File: config.mk
export PLATFORM = sky130hd
export DESIGN_NAME = snake_game_ctrl_flat
export DESIGN_NICKNAME = d
export VERILOG_FILES = /design/src/rtl/snake_game_ctrl_if.sv /design/src/rtl/snake_game_ctrl.sv /design/src/flat_wrapper.sv
export SDC_FILE = /design/constraint.sdc
export NUM_CORES = 1
export LEC_CHECK = 0
export ABC_AREA = 1
export CAP_MARGIN = 20
export CORE_ASPECT_RATIO = 0.9
export CORE_MARGIN = 2
export CORE_UTILIZATION = 63
export CTS_BUF_LIST = sky130_fd_sc_hd__clkbuf_4
export DETAILED_ROUTE_END_ITERATION = 12
export PLACE_DENSITY_LB_ADDON = 0.2
export SETUP_SLACK_MARGIN = 0.05
export SYNTH_ARGS = -nofsm -noshare
export SYNTH_HDL_FRONTEND = slang
export SYNTH_SLANG_ARGS = --single-unit
File: constraint.sdc
create_clock -name clk -period 5.7 [get_ports clk]
set_input_delay 1.14 -clock clk [delete_from_list [all_inputs] [get_ports clk]]
set_output_delay 1.14 -clock clk [all_outputs]
set_load 0.01 [all_outputs]
File: src/rtl/snake_game_ctrl_if.sv
// Signal bundle between the snake sequencer and its input/collision/render neighbours.
// The pause signal exists only when SNAKE_GAME_CTRL_PAUSE_EN is defined.
interface snake_game_ctrl_if;
  logic        start;
  logic        dir_valid;
  logic [1:0]  dir_req;
  logic        hit_wall;
  logic [7:0]  head_x;
  logic [6:0]  head_y;
  logic        step;
  logic        game_over;
  logic [1:0]  state;
  logic [15:0] steps_cnt;
`ifdef SNAKE_GAME_CTRL_PAUSE_EN
  logic        pause;

  modport master (
    output start, dir_valid, dir_req, hit_wall, pause,
    input  head_x, head_y, step, game_over, state, steps_cnt
  );

  modport slave (
    input  start, dir_valid, dir_req, hit_wall, pause,
    output head_x, head_y, step, game_over, state, steps_cnt
  );
`else
  modport master (
    output start, dir_valid, dir_req, hit_wall,
    input  head_x, head_y, step, game_over, state, steps_cnt
  );

  modport slave (
    input  start, dir_valid, dir_req, hit_wall,
    output head_x, head_y, step, game_over, state, steps_cnt
  );
`endif
endinterface

File: src/rtl/snake_game_ctrl.sv
// Snake head sequencer: move timebase, direction filtering, head update and wall check.
// Optional pause input enabled by defining SNAKE_GAME_CTRL_PAUSE_EN.
module snake_game_ctrl #(
  parameter int unsigned GRID_COLS = 160,
  parameter int unsigned GRID_ROWS = 120,
  parameter int unsigned TICK_DIV  = 1000000,
  parameter int unsigned START_X   = 80,
  parameter int unsigned START_Y   = 60
) (
  input  logic               clk,
  input  logic               rst,
  snake_game_ctrl_if.slave   bus
);

  typedef enum logic [1:0] {
    IDLE  = 2'd0,
    RUN   = 2'd1,
    CHECK = 2'd2,
    OVER  = 2'd3
  } state_t;

  typedef enum logic [1:0] {
    DIR_UP    = 2'd0,
    DIR_RIGHT = 2'd1,
    DIR_DOWN  = 2'd2,
    DIR_LEFT  = 2'd3
  } dir_t;

  localparam int unsigned     CNT_W    = $clog2(TICK_DIV);
  localparam logic [CNT_W-1:0] CNT_LAST = CNT_W'(TICK_DIV - 1);
  localparam logic [7:0]      X0       = 8'(START_X);
  localparam logic [6:0]      Y0       = 7'(START_Y);

  if (GRID_COLS > 256 || GRID_ROWS > 128 || TICK_DIV < 2) begin : g_param_check
    $error("snake_game_ctrl: parameters out of range");
  end

  state_t           state_q, state_d;
  dir_t             cur_dir_q, pend_dir_q, eff_dir;
  logic [CNT_W-1:0] cnt_q;
  logic [7:0]       head_x_q, nxt_x;
  logic [6:0]       head_y_q, nxt_y;
  logic [15:0]      steps_q;
  logic             step_q;
  logic             run_en;
  logic             dir_accept;
  logic             tick;

`ifdef SNAKE_GAME_CTRL_PAUSE_EN
  assign run_en = ~bus.pause;
`else
  assign run_en = 1'b1;
`endif

  // A request arriving in the tick cycle itself must steer that step, so the
  // step direction bypasses pend_dir when a request is accepted this cycle.
  always_comb begin
    dir_accept = bus.dir_valid && (state_q != OVER) &&
                 (bus.dir_req != (cur_dir_q ^ 2'b10));
    eff_dir    = dir_accept ? dir_t'(bus.dir_req) : pend_dir_q;
    tick       = (state_q == RUN) && run_en && (cnt_q == CNT_LAST);
  end

  always_comb begin
    nxt_x = head_x_q;
    nxt_y = head_y_q;
    unique case (eff_dir)
      DIR_UP:    nxt_y = head_y_q - 7'd1;
      DIR_RIGHT: nxt_x = head_x_q + 8'd1;
      DIR_DOWN:  nxt_y = head_y_q + 7'd1;
      DIR_LEFT:  nxt_x = head_x_q - 8'd1;
    endcase
  end

  always_ff @(posedge clk or posedge rst) begin
    if (rst) state_q <= IDLE;
    else     state_q <= state_d;
  end

  always_comb begin
    state_d = state_q;
    unique case (state_q)
      IDLE:  if (bus.start) state_d = RUN;
      RUN:   if (tick)      state_d = CHECK;
      CHECK: state_d = bus.hit_wall ? OVER : RUN;
      OVER:  if (bus.start) state_d = IDLE;
    endcase
  end

  always_ff @(posedge clk or posedge rst) begin
    if (rst) begin
      head_x_q   <= X0;
      head_y_q   <= Y0;
      cur_dir_q  <= DIR_RIGHT;
      pend_dir_q <= DIR_RIGHT;
      cnt_q      <= '0;
      steps_q    <= '0;
      step_q     <= 1'b0;
    end else begin
      step_q <= tick;
      if (dir_accept) pend_dir_q <= dir_t'(bus.dir_req);
      unique case (state_q)
        IDLE: begin
          head_x_q  <= X0;
          head_y_q  <= Y0;
          cur_dir_q <= DIR_RIGHT;
          cnt_q     <= '0;
          steps_q   <= '0;
        end
        RUN: begin
          if (run_en) cnt_q <= (cnt_q == CNT_LAST) ? '0 : cnt_q + 1'b1;
          if (tick) begin
            cur_dir_q <= eff_dir;
            head_x_q  <= nxt_x;
            head_y_q  <= nxt_y;
            if (steps_q != '1) steps_q <= steps_q + 16'd1;
          end
        end
        CHECK: cnt_q <= (cnt_q == CNT_LAST) ? '0 : cnt_q + 1'b1;
        OVER: begin
          // Reload on the leaving edge so IDLE shows the start position immediately.
          if (bus.start) begin
            head_x_q  <= X0;
            head_y_q  <= Y0;
            cur_dir_q <= DIR_RIGHT;
            cnt_q     <= '0;
            steps_q   <= '0;
          end
        end
      endcase
    end
  end

  assign bus.head_x    = head_x_q;
  assign bus.head_y    = head_y_q;
  assign bus.step      = step_q;
  assign bus.game_over = (state_q == OVER);
  assign bus.state     = state_q;
  assign bus.steps_cnt = steps_q;

endmodule

File: src/flat_wrapper.sv
// flat-port wrapper written by rule: the top's interface ports become plain ports
module snake_game_ctrl_flat 
#(
  parameter int unsigned GRID_COLS = 160,
  parameter int unsigned GRID_ROWS = 120,
  parameter int unsigned TICK_DIV  = 1000000,
  parameter int unsigned START_X   = 80,
  parameter int unsigned START_Y   = 60
)
  (clk, rst, bus_start, bus_dir_valid, bus_dir_req, bus_hit_wall, bus_head_x, bus_head_y, bus_step, bus_game_over, bus_state, bus_steps_cnt);
  snake_game_ctrl_if bus_i ();
  input  logic clk;
  input  logic rst;
  input wire logic [$bits(bus_i.start)-1:0] bus_start;
  input wire logic [$bits(bus_i.dir_valid)-1:0] bus_dir_valid;
  input wire logic [$bits(bus_i.dir_req)-1:0] bus_dir_req;
  input wire logic [$bits(bus_i.hit_wall)-1:0] bus_hit_wall;
  output wire logic [$bits(bus_i.head_x)-1:0] bus_head_x;
  output wire logic [$bits(bus_i.head_y)-1:0] bus_head_y;
  output wire logic [$bits(bus_i.step)-1:0] bus_step;
  output wire logic [$bits(bus_i.game_over)-1:0] bus_game_over;
  output wire logic [$bits(bus_i.state)-1:0] bus_state;
  output wire logic [$bits(bus_i.steps_cnt)-1:0] bus_steps_cnt;
  assign bus_i.start = bus_start;
  assign bus_i.dir_valid = bus_dir_valid;
  assign bus_i.dir_req = bus_dir_req;
  assign bus_i.hit_wall = bus_hit_wall;
  assign bus_head_x = bus_i.head_x;
  assign bus_head_y = bus_i.head_y;
  assign bus_step = bus_i.step;
  assign bus_game_over = bus_i.game_over;
  assign bus_state = bus_i.state;
  assign bus_steps_cnt = bus_i.steps_cnt;
  snake_game_ctrl #(.GRID_COLS(GRID_COLS), .GRID_ROWS(GRID_ROWS), .TICK_DIV(TICK_DIV), .START_X(START_X), .START_Y(START_Y)) u_core (.clk(clk), .rst(rst), .bus(bus_i));
endmodule
==> results of run 1 <==
final timing paths:
| kind | endpoint | slack, ps | start |
|---|---|---|---|
| setup / recovery | u_core.bus.head_y[6] | 2160 | bus_dir_req[1] |
| hold / removal | u_core.bus.head_y[5] | 510 | u_core.bus.head_y[5] |
| setup reg to reg | u_core.bus.head_y[6] | 2630 | u_core.bus.state[0] |
| hold reg to reg | u_core.bus.head_y[5] | 510 | u_core.bus.head_y[5] |
| max in group asynchronous | u_core.cnt_q[6] | 3930 | rst |
| min in group asynchronous | u_core.bus.steps_cnt[6] | 1270 | rst |
sequential cells by signal, summed over array words and instances, names as in the netlist:
name and count:
u_core.bus.head_x 8, u_core.bus.head_y 7, u_core.bus.state 2, u_core.bus.step 1, u_core.bus.steps_cnt 16, u_core.cnt_q 20, u_core.cur_dir_q 2, u_core.pend_dir_q 2
synthesized netlist by cell type (2+ instances only):
cell,number
a21oi_1,28
a2bb2oi_1,3
a31oi_1,4
buf_2,2
dfrtp_1,50
dfstp_2,8
ha_1,15
inv_1,55
inv_2,13
nand2_1,92
nand2_2,11
nand2_4,3
nand3_1,31
nand3_2,3
nand4_1,11
nand4_2,2
nor2_1,37
nor2_2,4
nor2_4,2
nor3_1,16
nor3_2,3
nor3b_1,2
nor4_1,3
o21ai_0,20
o21ai_1,8
o21bai_1,2
o22ai_1,3
o31ai_1,3
xnor2_1,3
xor2_1,9
per-layer routing:
metal | global-route usage [%] | part of all wire (%)
met1 | 32.0 | 43
met2 | 44.0 | 49
met3 | 6.39 | 5.3
met4 | 11.8 | 1.8
met5 | 0 | 0
cell families after synthesis:
family	after synthesis	share of synthesized area, %
flip-flops	58	40.8
AO/OA/AOI/OAI	76	12.0
buffers and inverters	72	7.68
AND/OR/NAND/NOR	224	30.8
adder cells (fa/ha/maj)	16	5.80
XOR/XNOR	12	2.93
critical path, stage by stage:
cell	delay, ps
clkdlybuf4s50_1	520
inv_1	60
nand2_1	60
nand2_1	60
nand2_2	90
nand2_2	80
nand2_2	100
nand2_4	90
nor2_2	200
inv_1	140
ha_1	350
a21oi_1	170
o21ai_0	180
a21oi_1	200
nor2_1	80
nor3_1	160
nand3b_1	130
nand2_1	50
area by class of cell:
cell class,count,area share [%]
multi-input combinational,328,43.9
sequential,58,34.7
inverter,69,6.21
tap,70,2.08
timing repair buffer,42,9.93
clock buffer,12,2.14
clock inverter,4,1.07
stage by stage:
step	hold WS (ps)	util [%]	instances	worst slack [ps]	power, uW
2_1_floorplan	475	-	458	2590	1270
3_3_place_gp	477	72.8	567	2010	1520
3_5_place_dp	494	72.8	567	1830	1560
4_1_cts	509	75.2	583	2270	1860
5_1_grt	524	75.2	583	2050	2010
6_report	507	75.2	583	2160	1860
cell usage in the layout (no fill, tap or decap), drive strengths merged:
| master | count |
|---|---|
| nand2 | 106 |
| o31ai | 3 |
| clkbuf | 12 |
| fa | 1 |
| dfstp | 8 |
| nand3 | 35 |
| buf | 1 |
| bufinv | 1 |
| o21bai | 2 |
| dfrtp | 50 |
| o21ai | 29 |
| nor3 | 19 |
| o21ba | 1 |
| xor2 | 9 |
| nor2 | 43 |
| nor3b | 2 |
| a21boi | 1 |
| nand3b | 1 |
| a2bb2oi | 3 |
| inv | 69 |
| a221oi | 1 |
| xnor2 | 3 |
| a31oi | 4 |
| o22ai | 3 |
| ha | 15 |
| and3b | 1 |
| nand4 | 13 |
| clkinv | 2 |
| clkdlybuf4s50 | 41 |
| o21a | 1 |
| clkinvlp | 1 |
| a21oi | 28 |
| nor4 | 4 |
power groups by stage:
| stage | logic, uW | clock network, uW | registers (uW) |
|---|---|---|---|
| after floorplan | 682 | 0 | 591 |
| after global placement | 937 | 0 | 579 |
| after detailed placement | 976 | 0 | 582 |
| after CTS | 983 | 304 | 574 |
| after global routing | 1100 | 318 | 587 |
| final | 992 | 297 | 575 |
==> results.md, run 1 <==
* Pleak at 0.00193 uW
* Fillers at roughly 410
* Std-Cell Rows at 26
* P per Cell Area at ~440 nW/um^2
* Ys Warns at 0
* Pins over their slew limit at 0
* Min Tclk post-route at 3540 ps
* Pint at ~1000 uW
* Sw Ratio at roughly 45%
* RSZ-0062 raised after global routing: no
* Area Growth Syn to Fin at 17.5%
* # setup viols final at 0
* Dpl hpwl at a little under 6 mm
* Vias at 3261
* First-pass GRT wire length at about 13 mm
* Setup TNS at 0 ps
* Initial antenna violation count at 0
* H-tree depth at 3
* Routed wire length at slightly below 8 mm
* Core Region at 5600 sq um
* Critical path type: in2reg
* Cells after synthesis at around 460
* Req. time, crit path at between 6000 and 7000 ps
* Initial DRC count at between 200 and 250
* Clock Power Share at approximately 16%
* Die Ht at approximately 76 um
* Post-layout nets at between 500 and 600
* GPL Wtd Cong at ~0.87
* CP arrival at 3850 ps
* Final ANT Viol Nets at 0
* Distinct cells, synth at 42
* Post_cts resized at 0
* TritonCTS clock tree: yes
* Flop and latch count out of synthesis at just under 60
* Vias in the first global route at just over 3k
* Hold crit path type: reg2reg
* Outcome: completed
* Starting Density at 64.0%
* # DRC at 0
* Fin area at between 4000 and 5000 sq um
* Fmax at roughly 0.28 GHz
* IR Drop Worst-Case VDD at ~360 uV
* Post-synth EDFFs at 0
* Die width at between 80 and 90 um
* Placed inst area at about 4100 sq um
* I/O Buffers at 41
* FF-to-FF path depth at 15
* Hold Path Cell Cnt at 2
* Pin count of the biggest net entering global routing at around 60
* Root buffer cell: clkbuf_4
* GRT Residual Overflow at 0
* Worst Path Max Fanout at 9
* Routed wire length per instance at 13.6 um
* Final Hold Vio Count at 0
* Syn Area/Cell at 7.82 sq um
* Asr flop ratio synth at 100%
* # IOs at 42
* Part of the power in combinational logic at ~53%
* Layout cells sized above 1 at 13.6%
* GRT Total Usage at 25.8%
* Area share of the largest cell type after synthesis at between 30% and 40%
* Area occupied by multi-input gates at ~1800 sq um
* CTS Buf Count at 9
* Clk pin slew, worst setup/hold paths at 100 ps
* Die area at about 6300 sq um
* CTS Sinks at 58
* Power share of the sequential group at slightly above 30%
* Via density at roughly 5.6
* Main synth FF type: dfrtp_1
* Tcrit/Tclk final at ~62%
* Cell Area, Synth at roughly 3600 sq um
* Post-CTS Setup Inserts at 0
* Clock buffer depth at 2
* Switching power at roughly 840 uW
* Final Skew at roughly 26 ps
* Top post-synthesis cells by area: dfrtp_1, nand2_1, dfstp_2, inv_1, ha_1
* # Max-Cap Violations at 0
* Transition time of the tightest slew-check pin at 891 ps
* CP Capture Type: register
* Cell taking the most area after synthesis: dfrtp_1
* Reg area at approximately 1500 sq um
* Hold Buf Count CTS at 0
* Sequential share of the synthesized area at between 40 and 50%
* Pre-antenna DRT Iters at 4
* Diode count at 0
* Slew headroom at slightly above 40%
* Syn_nets at between 400 and 500
* Startpoint Class: input port
* Later-pin clock latency in the skew report at about 400 ps
Note: power is estimated with default switching activity, not from simulation.
==> run 2: changes to the inputs <==
Settings changed: CORE_UTILIZATION 63 to 58.
Clock period 5.7 ns to 3.62 ns, I/O delays scaled along.
==> results.md, run 2 (synthesized netlist as in run 1, its figures left out) <==
* Pre-antenna DRT Iters at 5
* Most Crowded Layer GR: met2
* Grt met1 use at 33.0%
* Critical path type: in2reg
* H-tree depth at 3
* Later-pin clock latency in the skew report at roughly 420 ps
* Tcrit/Tclk final at 83.5%
* Layout cells sized above 1 at roughly 15%
* Starting Density at 59.3%
* Critical R2R Capture: u_core.bus.head_y[6]
* Final ANT Viol Nets at 0
* RSZ-0062 raised after global routing: no
* WHS at between 500 and 600 ps
* Area Growth Syn to Fin at 18.9%
* Post-CTS Setup Inserts at 0
* Initial DRC count at between 150 and 200
* Number of flip-flops in the largest register at 20
* Routed wire length at between 7 and 8 mm
* Clk pin slew, worst setup/hold paths at between 100 and 150 ps
* Initial antenna violation count at 0
* Setup TNS at 0 ps
* I/O Buffers at 41
* Post-layout nets at roughly 530
* CP Capture Type: register
* Pin count of the biggest net entering global routing at 28
* Dpl hpwl at around 6.0 mm
* Via density at 5.56
* Pins over their slew limit at 0
* Crit path to: u_core.bus.head_y[6]
* # Max-Cap Violations at 0
* Most used cell, CP: nand2_1
* P per Cell Area at approximately 700 nW/um^2
* Post_cts resized at 0
* Routed wire length per instance at 13.6 um
* IR Drop Worst-Case VDD at around 420 uV
* Worst Path Max Fanout at 9
* Transition time of the tightest slew-check pin at roughly 630 ps
* Commonest non-fill, non-tap cell in the layout: nand2_1
* Util after Layout at 70.5%
* Cells along the critical path: clkdlybuf4s50_1 > inv_1 > nand2_1 > nand2_1 > nand2_2 > nand2_2 > nand2_2 > nand2_4 > nor2_2 > inv_1 > ha_1 > nand2_1 > o21ai_0 > a21oi_1 > nor2_1 > o21ai_0 > nand3b_1 > nand2_1
* Fillers at roughly 470
* Startpoint Class: input port
* Largest Register: u_core.cnt_q
* Die width at 86.9 um
* TritonCTS clock tree: yes
* Hold crit path type: reg2reg
* Post-Place Cells at around 570
* Clock buffer depth at 2
* Die area at between 6000 and 7000 sq um
* Fmax at 0.331 GHz
* Met2 Usage GRT at 42.6%
* Core Region at approximately 6000 sq um
* Hold Buf Count CTS at 0
* First-pass GRT wire length at 13.9 mm
* # setup viols final at 0
* GRT Residual Overflow at 0
* Vias in the first global route at 3166
* # DRC at 0
* CP arrival at 3350 ps
* GRT Total Usage at about a quarter
* Vias at 3271
* CP max stage delay at ~520 ps
* Root buffer cell: clkbuf_4
* GPL Wtd Cong at between 0.8 and 0.9
* Outcome: completed
* Die Ht at around 80 um
* Crit-path slowest cell: clkdlybuf4s50_1
* Diode count at 0
* Min Tclk post-route at 3020 ps
* CP startpoint: bus_dir_req[0]
* Overall Power at around 3000 uW
* Worst r2r src: u_core.bus.state[0]
* Fin cells at approximately 590
* # IOs at 42
* Commonest non-fill, non-tap cells in the layout: nand2_1, inv_1, dfrtp_1
* Slew headroom at 57.8%
* FF-to-FF path depth at 15
* R2R Setup Slk at 620 ps
* CTS Sinks at 58
* Final Hold Vio Count at 0
* Std-Cell Rows at 27
* Req. time, crit path at 3950 ps
* Pleak at 0.00196 uW
* Met3 Track Usage GR at roughly 7%
* Final Skew at around 17 ps
* CTS Buf Count at 9
## run 2: worst max-delay path, delay by kind of cell
kind | cells | cell delay (ps)
AO/OA/AOI/OAI | 3 | 500
adder cells (fa/ha/maj) | 1 | 370
AND/OR/NAND/NOR | 11 | 1040
buffers and inverters | 3 | 700
## run 2: power by group
group | switching (uW) | leakage (uW) | total, uW | internal (uW)
combinational | 977 | 0.00110 | 1570 | 598
clock | 251 | 0.0000908 | 546 | 295
sequential | 117 | 0.000768 | 910 | 793
## run 2: how the worst min path moves through the flow
stage | startpoint | to | slack, ps | cells after the start
floorplan | u_core.cnt_q[1] | u_core.cnt_q[1] | 480 | 2
global placement | u_core.bus.head_y[5] | u_core.bus.head_y[5] | 480 | 2
detailed placement | u_core.bus.head_y[5] | u_core.bus.head_y[5] | 490 | 2
CTS | u_core.bus.head_y[5] | u_core.bus.head_y[5] | 510 | 2
global route | u_core.bus.head_y[3] | u_core.bus.head_y[3] | 540 | 1
finish | u_core.bus.head_y[5] | u_core.bus.head_y[5] | 510 | 2
## run 2: final cells by class
cell class,instances,area [sq um],share of cell area [%]
clock buffer,11,82.6,1.94
clock inverter,5,78.8,1.85
multi-input combinational,328,1850,43.3
tap,72,90.1,2.11
sequential,58,1460,34.3
inverter,69,262,6.14
timing repair buffer,45,440,10.3
## run 2: per-layer routing
| layer | routed length, um | share of wire [%] |
|---|---|---|
| met1 | 3590 | 45 |
| met2 | 3830 | 48 |
| met3 | 488 | 6.1 |
| met4 | 87 | 1.1 |
| met5 | 0 | 0 |
## run 2: stage by stage
| stage | instance area, sq um | setup WS [ps] |
|---|---|---|
| final | 4260 | 596 |
| after global routing | 4260 | 264 |
| after CTS | 4260 | 638 |
| after detailed placement | 4100 | 177 |
| after global placement | 4100 | 344 |
| after floorplan | 3580 | 905 |
==> run 3: changes to the inputs <==
Clock period 3.62 ns to 3.2 ns, I/O delays scaled along.
==> results.md, run 3 (synthesized netlist as in run 1, its figures left out) <==
* Largest Register: u_core.cnt_q
* Pre-antenna DRT Iters at 4
* I/O Buffers at 41
* GRT Residual Overflow at 0
* Layout cells sized above 1 at about 15%
* First-pass GRT wire length at between 10 and 15 mm
* CP Capture Type: register
* Fin area at around 4300 sq um
* Outcome: completed
* Slew headroom at between 50% and 60%
* Critical path type: reg2reg
* Hold Buf Count CTS at 0
* CP top delay family: simple AND/OR/NAND/NOR gates
* TritonCTS clock tree: yes
* Via density at roughly 5.4
* # setup viols final at 0
* Initial DRC count at approximately 110
* Std-Cell Rows at 27
* Crit-path slowest cell: dfrtp_1
* Routed wire length per instance at about 13 um
* IR Drop Worst-Case VDD at approximately 530 uV
* # DRC at 0
* Placed inst area at between 4000 and 5000 sq um
* Commonest non-fill, non-tap cell in the layout: nand2_1
* RSZ-0062 raised after global routing: no
* Final Skew at 17.5 ps
* Clk pin slew, worst setup/hold paths at roughly 110 ps
* Final Hold Vio Count at 0
* Post-Place Cells at 575
* Diode count at 0
* GPL Wtd Cong at between 0.8 and 0.9
* Final ANT Viol Nets at 0
* Starting Density at 59.3%
* Root buffer cell: clkbuf_4
* Setup TNS at 0 ps
* Number of flip-flops in the largest register at 20
* CTS Sinks at 58
* # Max-Cap Violations at 0
* Cells along the critical path: ha_1 > nor2_1 > nand2_2 > nand2_2 > nand2_4 > nor2_2 > inv_1 > ha_1 > a21oi_1 > o21ai_0 > a21oi_1 > nor2_1 > nor3_1 > nand3b_1 > nand2_1
* Initial antenna violation count at 0
* Pins over their slew limit at 0
* Pleak at between 0.0015 and 0.002 uW
* Vias in the first global route at approximately 3.1k
* Commonest non-fill, non-tap cells in the layout: nand2_1, inv_1, dfrtp_1
* Min Tclk post-route at around 2800 ps
* Overall Power at approximately 3400 uW
* Core Region at between 6000 and 7000 sq um
* CP max stage delay at between 400 and 500 ps
* Worst Path Max Fanout at 5
* Clock buffer depth at 2
* H-tree depth at 3
* Area Growth Syn to Fin at 19.4%
* Transition time of the tightest slew-check pin at roughly 740 ps
* P per Cell Area at ~800 nW/um^2
* # IOs at 42
* Post_cts resized at 0
* Dpl hpwl at between 5 and 6 mm
* Die area at 6820 sq um
* Die width at approximately 87 um
* Req. time, crit path at 3520 ps
* Later-pin clock latency in the skew report at just over 400 ps
* Routed wire length at between 7 and 8 mm
* Fmax at 0.356 GHz
* Vias at approximately 3.2k
* Worst path bufs/invs at 1
* Post-CTS Setup Inserts at 0
* Die Ht at around 79 um
* Post-layout nets at approximately 540
* Pin count of the biggest net entering global routing at 37
* Fin cells at about 600
* GRT Total Usage at about a quarter
* Startpoint Class: register
* CP arrival at 3130 ps
* Tcrit/Tclk final at 87.8%
* Hold crit path type: reg2reg
* CTS Buf Count at 9
[run 3: through the flow]
stage	hold WS, ps	utilization [%]	setup slack [ps]
6_report	520	70.8	390
2_1_floorplan	475	-	485
3_5_place_dp	498	68.2	16.8
3_3_place_gp	477	68.2	141
4_1_cts	524	70.8	382
5_1_grt	543	70.8	105
[run 3: path summary, 6_finish.rpt]
kind                            cells after the start                       to           startpoint  slack, ps
max in group asynchronous                           3     u_core.bus.head_y[5]                  rst       1770
worst max-delay path                               15     u_core.bus.head_y[6]  u_core.bus.state[0]        390
worst min-delay path                                2          u_core.cnt_q[1]      u_core.cnt_q[1]        520
worst max register to register                     15     u_core.bus.head_y[6]  u_core.bus.state[0]        390
worst min register to register                      2          u_core.cnt_q[1]      u_core.cnt_q[1]        520
min in group asynchronous                           2  u_core.bus.steps_cnt[8]                  rst        670
[run 3: worst reg2reg max path, cell delays in order (launching register included)]
cell and delay (ps):
dfrtp_1 440, ha_1 280, nor2_1 320, nand2_2 130, nand2_2 110, nand2_4 60, nor2_2 120, inv_1 110
ha_1 340, a21oi_1 150, o21ai_0 150, a21oi_1 150, nor2_1 60, nor3_1 140, nand3b_1 120, nand2_1 50
[run 3: layout make-up]
class / instances / area, sq um
clock buffers: 10 / 75.1
multi-input cells: 328 / 1850
flip-flops and latches: 58 / 1460
clock inverters: 6 / 81.3
fillers: 463 / 1770
well taps: 72 / 90.1
inverters: 69 / 262
repair buffers: 48 / 463
[run 3: routing by layer]
layer	up-vias	track usage, %	share of wire [%]
met1	1487	32.1	47
met2	63	41.2	48
met4	0	9.38	1.3
li1	1633	-	-
met3	9	4.73	3.7
met5	-	0	0
[run 3: power breakdown]
| group | internal (uW) | leakage (uW) | total, uW | switching, uW |
|---|---|---|---|---|
| combinational | 696 | 0.00112 | 1800 | 1100 |
| sequential | 897 | 0.000768 | 1020 | 126 |
| clock | 320 | 0.0000838 | 594 | 274 |
==> RTL change 1: new RTL, config.mk and constraints of run 2 <==
`TICK_DIV` is set to 1000000 in 2 places; all go to 2000000.
--- a/src/rtl/snake_game_ctrl.sv
+++ b/src/rtl/snake_game_ctrl.sv
@@ -5,3 +5,3 @@
   parameter int unsigned GRID_ROWS = 120,
-  parameter int unsigned TICK_DIV  = 1000000,
+  parameter int unsigned TICK_DIV  = 2000000,
   parameter int unsigned START_X   = 80,
--- a/src/flat_wrapper.sv
+++ b/src/flat_wrapper.sv
@@ -5,3 +5,3 @@
   parameter int unsigned GRID_ROWS = 120,
-  parameter int unsigned TICK_DIV  = 1000000,
+  parameter int unsigned TICK_DIV  = 2000000,
   parameter int unsigned START_X   = 80,
Check against the original RTL: same outputs for any inputs over 10 cycles, from zero or initial values and one cycle with rst high; that may be too few to reach the edited logic, so the function may still have changed.
==> RTL change 1 against run 2 <==
- cell area rose by 0.94%
- worst hold slack improved by 0.0031 ns
- power fell by 0.85%
- routed wire length rose by 0.98%
- setup slack got worse by 0.19 ns
- core utilization fell by 0.12 points
- largest cell class unchanged
- register-to-register slack got worse by 0.07 ns
- synthesized area rose by 1.8%
- synthesized cell count rose by 1.3%
- die area rose by 1.7%
- critical path type unchanged
- sequential cell count rose by 1
==> RTL change 1: results (changes against run 2) <==
The flow ran to the end, and the final reports show no timing, DRC or antenna violations. The share of cells above drive strength 1 was 11.9% (-2.6 points). Setup skew after layout: 0.0205 ns (+0.00393 ns). The net count of the mapped netlist was 487 (+1.2%); the leakage power figure was 1.99 nW (+1.6%). The tools report the met1 track utilization from global routing as 33.0% (-0.039 points). The tools report the largest vdd supply drop as 0.459 mV (+9.6%). The startpoint identified for the worst hold timing path is u_core.cur_dir_q[0].

The first-pass GRT wire length is 13800 microns (-0.89%), and the number of library cell types mapped by synthesis is 45 (+7.1%). The maximum number of pins on one net before global-route repair was 26 (-7.1%). The global-route met3 utilization was 6.55% (-0.29 points). The tools report the sequential element share of the synthesized area as 40.8% (about the same). The tools report the total placed instance area as 4170 sq um (+1.7%).

The logs give 169 (-8.6%) for the initial detailed-routing violation count and 25.3% (-0.42 points) for the overall routing resource usage. The number of flip-flops under the largest register name is 21 (+5.0%). The layout net count was 539 (+0.94%); the met2 global-route usage was 40.7% (-1.9 points). The via count of the first global-routing pass was 3054 (-3.5%). The final RePlAce weighted congestion is 0.928 (+5.9%), and the total wire length is 8070 microns (+0.98%). Ranked by instance count, the synthesized netlist is headed by sky130_fd_sc_hd__nand2_1 (104), sky130_fd_sc_hd__inv_1 (59), sky130_fd_sc_hd__dfrtp_1 (51). In this run the critical register-to-register path is captured at u_core.bus.head_y[5].

The worst setup slack for register-to-register paths is 0.55 ns (-0.07 ns). The slew at the pin closest to its max-slew limit is 0.518 ns (-0.111 ns), and the worst reg-to-reg path cell count is 16 (+1). The tools report the final hold slack as 0.517 ns (+0.00311 ns). By area the synthesized netlist is led by sky130_fd_sc_hd__dfrtp_1 (35%), sky130_fd_sc_hd__nand2_1 (11%), sky130_fd_sc_hd__inv_1 (6.1%).
[RTL change 1: cell count changes in the layout (fill, tap and decap cells not counted), sizes merged, moves of 3 or more]
cell / change
nand2: +8
nor3: -7
nor2: +5
nand3: -4
nand4: -3
o21ai: -3
[RTL change 1: logic make-up after synthesis]
| kind of cell | synth area share [%] |
|---|---|
| simple gates | 30.2 |
| compound gates | 12.1 |
| buf+inv | 7.79 |
| flops | 40.8 |
| fa+ha+maj | 5.69 |
| xor+xnor | 3.12 |
| mux | 0.274 |
[RTL change 1: metrics by stage]
stage	TNS (ns)	cells	setup WS, ns
2_1_floorplan	0	464	0.869
3_3_place_gp	0	592	0.228
3_5_place_dp	-0.00328	592	-0.00328
4_1_cts	0	608	0.453
5_1_grt	0	608	0.0986
6_report	0	608	0.403
[RTL change 1: worst register-to-register path, cell delays in order, from the launching register on]
cell and delay, ns:
sky130_fd_sc_hd__dfrtp_1 0.45, sky130_fd_sc_hd__ha_1 0.29, sky130_fd_sc_hd__nor2_1 0.22, sky130_fd_sc_hd__nand2_1 0.11, sky130_fd_sc_hd__nand2_1 0.11, sky130_fd_sc_hd__nand2_4 0.10
sky130_fd_sc_hd__nor2_1 0.27, sky130_fd_sc_hd__inv_1 0.17, sky130_fd_sc_hd__ha_1 0.36, sky130_fd_sc_hd__a21oi_1 0.13, sky130_fd_sc_hd__and2_1 0.18, sky130_fd_sc_hd__inv_1 0.05
sky130_fd_sc_hd__a21oi_1 0.12, sky130_fd_sc_hd__inv_1 0.06, sky130_fd_sc_hd__a21oi_1 0.16, sky130_fd_sc_hd__nand2_1 0.08, sky130_fd_sc_hd__a2bb2oi_1 0.15
[RTL change 1: worst max-delay path by stage]
stage | from | to | slack (ns)
after floorplan | bus_dir_req[0] | u_core.bus.head_y[5] | 0.87
after global placement | bus_dir_req[0] | u_core.bus.head_y[5] | 0.23
after detailed placement | bus_dir_req[0] | u_core.bus.head_y[5] | -0.003
after CTS | bus_dir_req[0] | u_core.bus.head_y[5] | 0.45
after global routing | bus_dir_req[0] | u_core.bus.head_y[5] | 0.1
final | bus_dir_req[0] | u_core.bus.head_y[5] | 0.40
[RTL change 1: final cells by class]
type	count	area (sq um)
repair buffers	44	433
clock inverters	4	42.5
well taps	87	109
flip-flops and latches	59	1490
inverters	69	264
fillers	531	1810
multi-input cells	333	1880
clock buffers	12	90.1
[RTL change 1: report_power, final]
part	total (mW)	leakage (nW)	internal (mW)	switching, mW
clock	0.468	0.0764	0.229	0.239
combinational	1.62	1.13	0.602	1.02
sequential	0.913	0.784	0.804	0.109
total	3.00	1.99	1.63	1.37
[RTL change 1: per-layer routing]
layer,wire length [microns],vias to the layer above
met5,0,-
met4,103,0
met3,378,10
met2,3840,85
met1,3750,1551
li1,-,1644
==> RTL change 2: new RTL, config.mk and constraints of run 2 <==
Without the edit above. Reset style: synchronous (`rst`), changed in 2 clocked blocks.
--- a/src/rtl/snake_game_ctrl.sv
+++ b/src/rtl/snake_game_ctrl.sv
@@ -74,3 +74,3 @@
 
-  always_ff @(posedge clk or posedge rst) begin
+  always_ff @(posedge clk) begin
     if (rst) state_q <= IDLE;
@@ -89,3 +89,3 @@
 
-  always_ff @(posedge clk or posedge rst) begin
+  always_ff @(posedge clk) begin
     if (rst) begin
Formal check against the unedited RTL: differs if rst is asserted again (counterexample within 4 cycles, from zero or initial values and one cycle with rst high); with rst held inactive, the same outputs for 10 cycles.
==> RTL change 2 against run 2 <==
- power fell by 23%
- routed wire length barely moved
- synthesized area rose by 0.49%
- cell area fell by 1.8%
- first-iteration DRC count rose by 14%
- setup slack got worse by 0.16 ns
- sequential cell count did not move
==> RTL change 2: results (changes against run 2) <==
The largest vdd supply drop was 0.260 mV (-38%). The met1 track utilization from global routing was 30.4% (-2.6 points); the highest cell delay on the worst timing path was 0.50 ns (-0.02 ns). The tools report the amount of wire on met3 after detailed routing as 479 microns (-1.8%).

Counting instances in the post-synthesis netlist gives the leading cell types as sky130_fd_sc_hd__nand2_1 (111), sky130_fd_sc_hd__dfxtp_1 (58), sky130_fd_sc_hd__inv_1 (54). For the met2 global-route usage, the log shows 41.9% (-0.69 points). The run gives 568 (+6.4%) as the layout net count. The largest total area in the synthesized netlist belongs to sky130_fd_sc_hd__dfxtp_1.

The min-delay analysis places its worst path in the category flip-flop to flip-flop. The tools report the post-CTS setup buffer count as 0 (unchanged). The final HPWL from detailed placement is 5810 microns (-2.9%).

Reg-to-reg critical path startpoint: u_core.bus.state[0]. The sequential element share of the synthesized area is 32.2% (-8.5 points). The first-pass GRT wire length was 13600 microns (-2.2%). Ranked by total cell area, the synthesized netlist is headed by sky130_fd_sc_hd__dfxtp_1 (32%), sky130_fd_sc_hd__nand2_1 (12%), sky130_fd_sc_hd__inv_1 (5.6%). The tools report the net count of the mapped netlist as 523 (+8.7%). For the detailed-routed wire length on met2, the log shows 3810 microns (-0.39%). The global-route met3 utilization is 6.96% (+0.13 points), and the number of vias per cell is 5.50 (-1.2%). The highest layer touched by signal routing is met4. The number of port buffers is 41 (unchanged). The share of cells above drive strength 1 is 14.5% (about the same). The count of filler cells inserted in the layout is 499 (+5.7%), and the largest driver fanout on the critical path is 8 (-1). Leakage power figure: 1.63 nW (-17%). The run finished with clean final reports. The slew at the pin closest to its max-slew limit is 0.711 ns (+0.0822 ns), and the total wire length is 8000 microns (about the same).

The critical path starts at bus_dir_req[1]. The tools report the maximum number of pins on one net before global-route repair as 16 (-43%). Warning count from the yosys run: 0 (unchanged). The worst path arrival time is 3.52 ns (+0.17 ns), and the count of placed standard cells including taps is 606 (+5.9%). The critical path ends at u_core.bus.head_y[6]. The via total after detailed routing is 3420 (+4.6%), and the fraction of registers with async set/reset is 0% (-100 points). The register with the most flip-flops in the final layout is u_core.cnt_q. The worst reg-to-reg path cell count came out at 16 (+1). Gate family responsible for the most delay along the worst path: compound AO/OA/AOI/OAI gates.

The initial detailed-routing violation count is 210 (+14%), and the routed length on met1 is 3640 microns (+1.3%). The per-instance average area after synthesis is 7.20 sq um (-8.0%), and the number of library cell types mapped by synthesis is 48 (+14%). The setup skew after layout was 0.00850 ns (-0.00811 ns); the internal power of the cells was 1.31 mW (-23%).

Worst setup slack for register-to-register paths: 0.64 ns (+0.02 ns). Final RePlAce weighted congestion: 0.856 (-2.3%). Overall routing resource usage: 24.7% (-1.1 points). The run gives 3102 (-2.0%) as the via count of the first global-routing pass.
RTL change 2: cell count changes after synthesis, moves of 6 or more:
| cell | before | now |
|---|---|---|
| sky130_fd_sc_hd__dfxtp_1 | 0 | 58 |
| sky130_fd_sc_hd__dfrtp_1 | 50 | 0 |
| sky130_fd_sc_hd__nand2_1 | 92 | 111 |
| sky130_fd_sc_hd__dfstp_2 | 8 | 0 |
| sky130_fd_sc_hd__o21ai_0 | 20 | 13 |
| sky130_fd_sc_hd__o21ai_1 | 8 | 1 |
| sky130_fd_sc_hd__xnor2_1 | 3 | 10 |
| sky130_fd_sc_hd__nor2_1 | 37 | 43 |
RTL change 2: layout make-up:
cell class                      instances  area share [%]
Multi-Input combinational cell        364            50.4
Sequential cell                        58            27.8
Timing Repair Buffer                   42            9.99
Inverter                               70            6.52
Tap cell                               72            2.15
Clock buffer                           10            1.79
Clock inverter                          6            1.38
RTL change 2: cells by family (layout without fill, tap and decap cells):
| logic type | Yosys count | count (layout) | share of synthesized area (%) |
|---|---|---|---|
| AO/OA/AOI/OAI | 66 | 66 | 11.4 |
| XOR/XNOR | 15 | 15 | 3.65 |
| flip-flops | 58 | 58 | 32.2 |
| adder cells (fa/ha/maj) | 16 | 16 | 5.77 |
| AND/OR/NAND/NOR | 267 | 267 | 37.7 |
| buffers and inverters | 78 | 128 | 9.17 |
RTL change 2: power groups by stage:
stage	Clock, mW	Combinational, mW	Sequential (mW)
CTS	0.475	1.09	0.771
finish	0.467	1.09	0.772
detailed placement	0	1.08	0.785
floorplan	0	0.843	0.795
global placement	0	1.04	0.785
global route	0.504	1.22	0.782
RTL change 2: through the flow:
stage	cell area [sq um]	power (mW)	util, %	setup slack [ns]	hold WS [ns]
6_report	4180	2.33	69.2	0.436	0.489
5_1_grt	4180	2.51	69.2	0.175	0.516
4_1_cts	4180	2.33	69.2	0.473	0.488
3_5_place_dp	4050	1.86	67.0	0.123	0.462
3_3_place_gp	4050	1.83	67.0	0.240	0.449
2_1_floorplan	3600	1.64	-	0.889	0.434
RTL change 2: worst min-delay path: cells and delay by family, from the launching register on:
family | cells | cell delay, ns
and+or+nand+nor | 1 | 0.08
AOI/OAI and AO/OA | 1 | 0.04
DFF | 1 | 0.34
RTL change 2: worst min path at each step:
stage                          from              endpoint  slack (ns)  cells past startpoint
6_report       u_core.bus.head_x[3]  u_core.bus.head_x[3]        0.49                      2
5_1_grt        u_core.bus.head_x[3]  u_core.bus.head_x[3]        0.52                      2
4_1_cts            u_core.cnt_q[17]      u_core.cnt_q[17]        0.49                      2
3_5_place_dp       u_core.cnt_q[17]      u_core.cnt_q[17]        0.46                      2
3_3_place_gp       u_core.cnt_q[17]      u_core.cnt_q[17]        0.45                      2
2_1_floorplan      u_core.cnt_q[17]      u_core.cnt_q[17]        0.43                      2
